==> config.mk <==
export PLATFORM = sky130hd
export DESIGN_NAME = fetch_npc
export DESIGN_NICKNAME = d
export VERILOG_FILES = /design/src/rtl/fetch_npc.sv
export SDC_FILE = /design/constraint.sdc
export NUM_CORES = 1
export LEC_CHECK = 0
export ABC_CLOCK_PERIOD_IN_PS = 6700
export CORE_MARGIN = 2
export CORE_UTILIZATION = 35
export DETAILED_ROUTE_END_ITERATION = 10
export MAX_ROUTING_LAYER = met4
export SLEW_MARGIN = 30
export SYNTH_ARGS = -nofsm -noshare
export SYNTH_HDL_FRONTEND = slang
export SYNTH_SLANG_ARGS = --single-unit
==> constraint.sdc <==
create_clock -name clk -period 6.7 [get_ports clk]
set_input_delay 0.67 -clock clk [delete_from_list [all_inputs] [get_ports clk]]
set_output_delay 0.67 -clock clk [all_outputs]
set_load 0.01 [all_outputs]
==> src/rtl/fetch_npc.sv <==
// Fetch next-PC select and IF/ID register for the five-stage MIPS core.
// Optional fetch address check enabled by FETCH_ALIGN_CHECK_EN.
module fetch_npc (
  input  logic        clk,
  input  logic        reset,
  input  logic        stall,
  input  logic [2:0]  PC_sel,
  input  logic        bw,
  input  logic        flush,
  input  logic [31:0] rs_D,
  input  logic [31:0] instr_F,
  output logic [31:0] PC_F,
  output logic [31:0] instr_D,
  output logic [31:0] PC_D,
  output logic [31:0] PC8_D,
  output logic        adel_F
);

  localparam logic [31:0] RESET_PC = 32'h0000_3000;

  logic [31:0] seq_pc;
  logic [31:0] br_off;
  logic [31:0] br_pc;
  logic [31:0] j_pc;
  logic [31:0] next_pc;
  logic        nop_D;

  assign seq_pc = PC_F + 32'd4;
  assign br_off = {{14{instr_D[15]}}, instr_D[15:0], 2'b00};
  assign br_pc  = PC_D + 32'd4 + br_off;
  assign j_pc   = {PC_D[31:28], instr_D[25:0], 2'b00};
  assign PC8_D  = PC_D + 32'd8;

  always_comb begin
    next_pc = seq_pc;
    unique case (1'b1)
      PC_sel == 3'b001: next_pc = br_pc;
      PC_sel == 3'b010: next_pc = j_pc;
      PC_sel == 3'b011: next_pc = rs_D;
      PC_sel == 3'b100: next_pc = bw ? br_pc : seq_pc;
      default:          next_pc = seq_pc;
    endcase
  end

`ifdef FETCH_ALIGN_CHECK_EN
  logic adel_next;

  // Flag follows the PC it describes, so compute it on the next PC.
  assign adel_next = (next_pc[1:0] != 2'b00)
                  || (next_pc < 32'h0000_3000)
                  || (next_pc > 32'h0000_6FFC);

  always_ff @(posedge clk) begin
    if (!reset) begin
      adel_F <= 1'b0;
    end else if (!stall) begin
      adel_F <= adel_next;
    end
  end

  assign nop_D = flush | adel_F;
`else
  assign adel_F = 1'b0;
  assign nop_D  = flush;
`endif

  always_ff @(posedge clk) begin
    if (!reset) begin
      PC_F    <= RESET_PC;
      instr_D <= 32'h0;
      PC_D    <= 32'h0;
    end else if (!stall) begin
      PC_F    <= next_pc;
      instr_D <= nop_D ? 32'h0 : instr_F;
      PC_D    <= PC_F;
    end
  end

endmodule
Word level (Yosys, flattened, before mapping)

Cells that the tools add are included.

$add $sub $neg: 4
Eq/ne operators: 4
Mux-type cells: 3

Operators by type and width:

| operator                                            | number |
|---|---|
| one-hot mux 32 bit (4 select lines)                 | 1 |
| adder 32 x 3 -> 32 bit, second input constant       | 2 |
| 2-to-1 mux 32 bit                                   | 2 |
| adder 32 bit                                        | 1 |
| adder 32 x 4 -> 32 bit, second input constant       | 1 |
| equality test 3 x 2 -> 1 bit, second input constant | 2 |
| equality test 3 x 1 -> 1 bit, second input constant | 1 |
| equality test 3 bit, second input constant          | 1 |

Register bits after elaboration: 96
Bits of input ports: 72
Output and inout bits: 129

Depth between registers and ports, before layout

Gate-level depths: netlist of run 1.

Depth after elaboration: 4
Gate-level depth with buffers: 13

Least setup slack after synthesis of run 1

No wires, ideal clock.

Kind: register to register
From: register PC_D[3]
To: register PC_F[31]
Setup time: 0.120 ns
Data arrival time: 3.039 ns
Path slack: 3.541 ns
Stages on the path, launching flop included: 12
Buffers on the path: 0
Period minus slack after synthesis: 3.159 ns
Cells stage by stage: dfxtp_1 > ha_1 > ha_1 > fa_1 > a21o_1 > a221oi_4 > o31a_2 > o211ai_2 > o21a_1 > a221o_1 > and4_1 > a211o_1

Longest elaborated chain between the ends: 4

Ends and longest elaborated chain:

| element                                 | line | source |
|---|---|---|
| from (decl)                             | 14   | `output logic [31:0] PC_D,` |
| from (signal assigned)                  | 71   | `PC_D <= 32'h0;` |
| from (signal assigned)                  | 75   | `PC_D <= PC_F;` |
| adder 32 x 3 -> 32 bit (*)              | 30   | `assign br_pc = PC_D + 32'd4 + br_off;` |
| adder 32 bit (*)                        | 30   |  |
| 2-to-1 mux 32 bit                       | 40   | `PC_sel == 3'b100: next_pc = bw ? br_pc : seq_pc;` |
| one-hot mux 32 bit (4 select lines) (*) | 36   | `unique case (1'b1)` |
| to (signal assigned)                    | 73   | `PC_F <= next_pc;` |
| to (decl)                               | 12   | `output logic [31:0] PC_F,` |

Every way passes the cells marked *; elsewhere a longest branch is shown, timed or not.
A chain may end at the register's enable or synchronous reset.

Worst setup path in the final report of run 1

From: register PC_D[9]
To: output PC8_D[27]

Longest elaborated chain between the ends: 1

Ends and longest elaborated chain:

| element                | line | source |
|---|---|---|
| adder 32 x 4 -> 32 bit | 32   | `assign PC8_D = PC_D + 32'd8;` |
| to (decl)              | 15   | `output logic [31:0] PC8_D,` |

No other way between the ends.

==> metrics.md, run 1 <==
| Metric | Value |
|---|---|
| Crit Path Max Fanout | 8 |
| HPWL after detailed placement | 17,000 um |
| Mux share of post-synthesis cell area | 0.0921 |
| Initial DRT Pass Iterations | 5 |
| Outcome | finished clean |
| Slowest cell on the critical path | clkdlybuf4s50_1 |
| Final worst path period share | 0.546 |
| Post-Synth Adder-Cell Area | 0.107 |
| Reg2Reg Capture Point | PC_F[31] |
| Min cycle time layout | 3.66 ns |
| Setup CP Type | reg2out |
| Die width | 147 um |
| 1st-iter DRT viols | 508 |
| Area growth from synthesis to layout | 35.2% |
| Number of max-cap violations | 0 |
| Layout cell share with drive strength beyond 1 | 0.0412 |
| Crit path DAT | 2.99 ns |
| R2R Setup Slk | 3.26 ns |
| DRC | 0 |
| Startpoint Class | register |
| Hold path startpoint | instr_D[30] |
| Clock-pin transition on the worst setup and hold timing paths | 0.08 ns |
| Via count of the first global-routing pass | 6,752 |
| Port Buffers | 199 |
| Worst hold path depth | 2 |
| Setup_tns | 0 ns |
| Main combinational cell family by area after synthesis | compound AO/OA/AOI/OAI gates |
| Clock tree buffer depth | 2 |
| NumNets Final | 1,146 |
| Max Fclk | 274 MHz |
| Drt wl/cell | 18.1 um |
| GRT overflow | 0 |
| RSZ-0062 raised after global routing | no |
| Hold Vio Cnt, Final | 0 |
| Syn_nets | 976 |
| Post-CTS Setup Bufs | 0 |
| Worst-case hold slack | 0.527 ns |
| Post-Syn Area | 0.00712 mm2 |
| Area after DPL | 0.00931 mm2 |
| Hold_buf cts | 0 |
| Clock insertion delay at the later pin of the skew report | 0.36 ns |
| Slew Limit Fails | 0 |
| Number of I/O pins | 201 |
| R2R Path Start | instr_D[15] |
| Total Wirelength | 23,300 um |
| Synth Instances | 844 |
| Worst Hold End | instr_D[30] |
| Simple-Gate Fraction of Synth Area | 0.205 |
| Syn avg cell area | 8.43 um2 |
| Die Y | 147 um |
| # resized after CTS | 0 |
| Fin Clk Skew | 0.0124 ns |
| Pwr/cell area | 158 mW/mm2 |
| FF+latch count, synth | 96 |
| Synth warn | 0 |
| Routed Antenna Nets | 0 |
| Worst Tran Pin Value | 0.990 ns |
| Worst Path Buf+Inv | 1 |
| Finished Cell Area | 0.00962 mm2 |
| Sequential fraction of the synthesis area | 0.270 |
| R2R depth | 10 |
| H-tree Lvls | 3 |
| Pre-CTS WS | 3.25 ns |
| CTS tree | built |
| Final setup fails | 0 |
| Ys flop type | dfxtp_1 |
| CTS Buf Count | 9 |
| Relative slew margins | 0.340 |
| First-pass GRT wire length | 37,100 um |
| Placer Congestion | 0.894 |
| Critical path, cell by cell | and4_1 -> nand4_1 -> nor2_1 -> and2_1 -> nand2_1 -> nor2_1 -> nand4_1 -> xnor2_1 -> clkdlybuf4s50_1 |
| Row Count | 52 |
| Number of synthesized flops with an enable pin | 0 |
| Worst setup margin | 3.04 ns |
| XOR/XNOR Fraction of Synth Area | 0.0751 |
| Largest net degree at the start of global routing | 74 |
| Worst EP required | 6.03 ns |
| Root Driver | clkbuf_16 |
| Total track usage | 0.221 |
| Largest delay share family, worst path | simple AND/OR/NAND/NOR gates |
| Post-synthesis cell type count | 69 |
| Die area | 0.0215 mm2 |
| Ant diodes | 0 |
| Overall power consumption | 1.52 mW |
| Core footprint | 0.0201 mm2 |
| Leak Pwr | 3.93 nW |
| Ys async rst share | 0 |
| Peak supply drop | 118 uV |
| Synth Area in Compound Gates | 0.214 |
| Crit path capture type | primary output |
| Initial antenna violation count | 0 |
| Total vias in the final route | 6,967 |
| Crit-path max cell delay | 0.54 ns |
| CTS Sinks | 96 |
| Worst hold path class | reg2reg |
| Via/cell ratio | 5.40 |
| Initial core utilization | 0.354 |
## sequential cells by signal, indices dropped and copies added, names as in the netlist
name,flops
instr_D,32
PC_F,32
PC_D,32
## metrics by stage
step / util / cells
after global routing: 0.478 / 1289
after global placement: 0.463 / 1273
after detailed placement: 0.463 / 1273
after floorplan: - / 844
after CTS: 0.478 / 1289
final: 0.478 / 1289
## cells by family after synthesis
logic type,Yosys count
adders and majority gates,60
xor gates and xnor gates,61
DFF,96
other,1
buffers and inverters,63
AOI/OAI and AO/OA,227
and+or+nand+nor,271
muxes,65
## metal layers
layer | global-route usage | up-vias | routed length [um]
met3 | 0.0297 | 30 | 938
met5 | - | - | 0
li1 | - | 3447 | -
met2 | 0.357 | 206 | 11000
met1 | 0.294 | 3284 | 11100
met4 | 0.0485 | 0 | 343
## cell usage after synthesis, types with 9 or more instances
master	number	area, um2
nand2_1	42	158
and2_1	9	56.3
xnor2_1	43	377
nor3_1	10	50.1
and4_1	10	87.6
mux2i_1	61	611
inv_1	12	45.0
nand4_1	10	62.6
nor2b_1	72	450
a21o_1	18	135
and3_1	11	68.8
clkbuf_1	39	146
nand3_1	35	175
a31oi_1	9	56.3
a21oi_1	50	250
o22ai_1	11	68.8
o21ai_0	42	210
ha_1	59	738
xor2_1	18	158
nor2_1	47	176
dfxtp_1	96	1920
a22oi_1	32	240
## how the worst max path moves through the flow
| stage | startpoint | end | slack, ns | cells past startpoint |
|---|---|---|---|---|
| after floorplan | PC_D[3] | PC_F[31] | 3.54 | 11 |
| after global placement | instr_D[15] | PC_F[31] | 3.38 | 10 |
| after detailed placement | instr_D[15] | PC_F[31] | 3.25 | 10 |
| after CTS | PC_D[9] | PC8_D[27] | 2.99 | 9 |
| after global routing | PC_D[9] | PC8_D[27] | 2.78 | 9 |
| final | PC_D[9] | PC8_D[27] | 3.04 | 9 |
## tightest hold or removal path: stages, from the launching register on
cell	delay, ns
dfxtp_1	0.33
a21oi_1	0.07
nor2b_1	0.09
## cell type report
cell class                 instances  area (um2)
fill                            1948       10500
multi-input combinational        685        4950
timing repair buffer             209        2050
sequential                        96        1920
tap                              270         338
clock buffer                       9         225
clock inverter                     7        85.1
inverter                          13        48.8
## where the power goes
group | leakage, nW | internal, mW | switching, mW
clock network | 0.153 | 0.298 | 0.261
registers | 0.784 | 0.596 | 0.0422
logic | 3.00 | 0.172 | 0.153
## cells in the final DEF, fill, tap and decap left out, types with 5 or more instances in the layout
| master | count |
|---|---|
| a211o_1 | 5 |
| a21o_1 | 18 |
| a21oi_1 | 49 |
| a22oi_1 | 32 |
| a31oi_1 | 9 |
| and2_1 | 9 |
| and3_1 | 11 |
| and4_1 | 10 |
| buf_4 | 11 |
| clkbuf_16 | 9 |
| clkdlybuf4s50_1 | 196 |
| dfxtp_1 | 96 |
| ha_1 | 59 |
| inv_1 | 12 |
| mux2i_1 | 61 |
| nand2_1 | 42 |
| nand2b_1 | 8 |
| nand3_1 | 35 |
| nand4_1 | 10 |
| nor2_1 | 45 |
| nor2b_1 | 72 |
| nor3_1 | 10 |
| o211a_1 | 6 |
| o21a_1 | 5 |
| o21ai_0 | 42 |
| o21ai_1 | 8 |
| o22ai_1 | 11 |
| xnor2_1 | 43 |
| xor2_1 | 18 |
Power figures use the tool's default switching activity.
==> run 2: changes to the inputs <==
- ABC_CLOCK_PERIOD_IN_PS: 6700 -> 3500
- clock period: 6.7 -> 3.5 ns (I/O delays scaled with it)
==> run 2 against run 1 <==
  * Worst setup slack got worse by 2.8 ns
  * Global-route usage increased by 0.27 points
  * Die area unchanged
  * Largest cell class unchanged
==> metrics.md, run 2 (synthesis results as in run 1) <==
| Metric | Value |
|---|---|
| Outcome | finished clean |
| RSZ-0062 raised after global routing | no |
| Startpoint Class | register |
| Layout cell share with drive strength beyond 1 | 0.0553 (+0.0141) |
| Area after DPL | 0.00941 mm2 (+1.0%) |
| CTS tree | built |
| Routed Antenna Nets | 0 (unchanged) |
| Crit path DAT | 3.51 ns (+0.52 ns) |
| Clock insertion delay at the later pin of the skew report | 0.36 ns (about the same) |
| Finished Cell Area | 0.00971 mm2 (+0.90%) |
| Setup CP Type | reg2reg |
| Placer Congestion | 0.895 (+0.12%) |
| Worst EP required | 3.75 ns (-2.28 ns) |
| Initial core utilization | 0.354 (unchanged) |
| Ant diodes | 0 (unchanged) |
| Final setup fails | 0 (unchanged) |
| Crit Path Max Fanout | 4 (-4) |
| Commonest non-fill, non-tap cell in the layout | clkdlybuf4s50_1 |
| Slowest cell on the critical path | fa_1 |
| Clock-pin transition on the worst setup and hold timing paths | 0.07 ns (about the same) |
| Setup_tns | 0 ns (unchanged) |
| DRC | 0 (unchanged) |
| Row Count | 52 (unchanged) |
| Die Y | 147 um (unchanged) |
| CTS Sinks | 96 (unchanged) |
| Sw frac | 0.294 (-0.00522) |
| Peak supply drop | 216 uV (+83%) |
| Crit path capture type | register |
| Sequential power share | 0.421 (+0.002) |
| Area growth from synthesis to layout | 36.4% |
| Gate power share | 0.223 (+0.009) |
| Total vias in the final route | 6,999 (+0.46%) |
| Internal | 2.03 mW (+91%) |
| HPWL after detailed placement | 17,300 um (+1.5%) |
| 1st-iter DRT viols | 509 (+0.20%) |
| Via count of the first global-routing pass | 6,748 (-0.059%) |
| Root Driver | clkbuf_16 |
| Fin util | 0.483 (+0.00429) |
| Via/cell ratio | 5.38 (-0.47%) |
| Core footprint | 0.0201 mm2 (unchanged) |
| Total track usage | 0.223 (+0.00274) |
| First-pass GRT wire length | 37,500 um (+1.1%) |
| Clock Power Share | 0.357 (-0.010) |
| Worst Path Buf+Inv | 0 (-1) |
| Pwr/cell area | 297 mW/mm2 (+88%) |
| Relative slew margins | 0.353 (+0.0133) |
| Switching pwr | 848 uW (+86%) |
| Min cycle time layout | 3.26 ns |
| Largest net degree at the start of global routing | 102 (+38%) |
| Crit path top cell by count | ha_1 |
| Worst Tran Pin Value | 0.970 ns (-0.0200 ns) |
| Die width | 147 um (unchanged) |
| GRT overflow | 0 (unchanged) |
| Number of max-cap violations | 0 (unchanged) |
| Final worst path period share | 0.933 |
| Die area | 0.0215 mm2 (unchanged) |
| Clock tree buffer depth | 2 (unchanged) |
| Largest delay share family, worst path | compound AO/OA/AOI/OAI gates |
| Leak Pwr | 3.99 nW (+1.3%) |
| Crit-path max cell delay | 0.41 ns (-0.13 ns) |
| H-tree Lvls | 3 (unchanged) |
| Max Fclk | 306 MHz |
| CTS Buf Count | 9 (unchanged) |
| Fin Clk Skew | 0.0154 ns (+0.00297 ns) |
| Hold Vio Cnt, Final | 0 (unchanged) |
| Most frequent cells in the layout | clkdlybuf4s50_1, dfxtp_1, nor2b_1 |
| Number of I/O pins | 201 (unchanged) |
| Largest registers | PC_D x32, PC_F x32, instr_D x32 |
| NumNets Final | 1,159 (+1.1%) |
| Initial antenna violation count | 0 (unchanged) |
| Worst hold path class | in2reg |
| Initial DRT Pass Iterations | 5 (unchanged) |
| Worst-case hold slack | 0.470 ns (-0.0575 ns) |
| Port Buffers | 199 (unchanged) |
| Total Wirelength | 23,600 um (+1.3%) |
| Critical path, cell by cell | ha_1 -> ha_1 -> fa_1 -> a21o_1 -> a221oi_4 -> o31a_2 -> o211ai_2 -> o21a_1 -> a221o_1 -> and4_1 -> a211o_1 |
| Slew Limit Fails | 0 (unchanged) |
| Drt wl/cell | 18.2 um (+0.34%) |
[run 2: worst paths after layout]
kind / from / to / slack [ns] / cells after the start
worst max-delay path: instr_D[1] / PC_F[31] / 0.24 / 11
worst min-delay path: reset / PC_F[15] / 0.47 / 4
worst max register to register: instr_D[1] / PC_F[31] / 0.24 / 11
worst min register to register: instr_D[30] / instr_D[30] / 0.52 / 2
[run 2: layout make-up]
type / count / area, um2
Timing Repair Buffer: 222 / 2150
Fill cell: 1982 / 10400
Tap cell: 270 / 338
Inverter: 13 / 48.8
Clock inverter: 6 / 67.6
Sequential cell: 96 / 1920
Multi-Input combinational cell: 685 / 4950
Clock buffer: 9 / 225
[run 2: stage by stage]
| step | power, mW | std cells | worst slack (ns) |
|---|---|---|---|
| after floorplan | 1.56 | 844 | 0.341 |
| after global placement | 1.87 | 1286 | 0.304 |
| after detailed placement | 1.88 | 1286 | 0.270 |
| after CTS | 2.90 | 1301 | 0.0924 |
| after global routing | 3.00 | 1301 | 0.0236 |
| final | 2.88 | 1301 | 0.236 |
[run 2: metal layers]
layer	GRT usage	part of all wire	vias up
met5	-	0	-
met4	0.0597	0.015	0
met3	0.0322	0.041	24
met2	0.357	0.46	202
met1	0.296	0.48	3308
li1	-	-	3465
[run 2: what timing repair did]
| action | in CTS | in global routing |
|---|---|---|
| hold buffers | 0 | 0 |
| endpoints found under the setup margin | 0 | 6 |
| buffers inserted | 0 | 0 |
| resized for setup | 0 | 3 |
[run 2: power groups by stage]
stage	Clock (mW)	Sequential, mW	Combinational (mW)
final	1.03	1.21	0.641
after global routing	1.08	1.22	0.697
after detailed placement	0	1.24	0.641
after CTS	1.04	1.21	0.644
after global placement	0	1.24	0.637
after floorplan	0	1.25	0.314
[run 2: worst reg2reg max path: stages (launching register included)]
cell	delay, ns
dfxtp_1	0.32
ha_1	0.29
ha_1	0.22
fa_1	0.41
a21o_1	0.24
a221oi_4	0.33
o31a_2	0.23
o211ai_2	0.10
o21a_1	0.23
a221o_1	0.33
and4_1	0.20
a211o_1	0.26
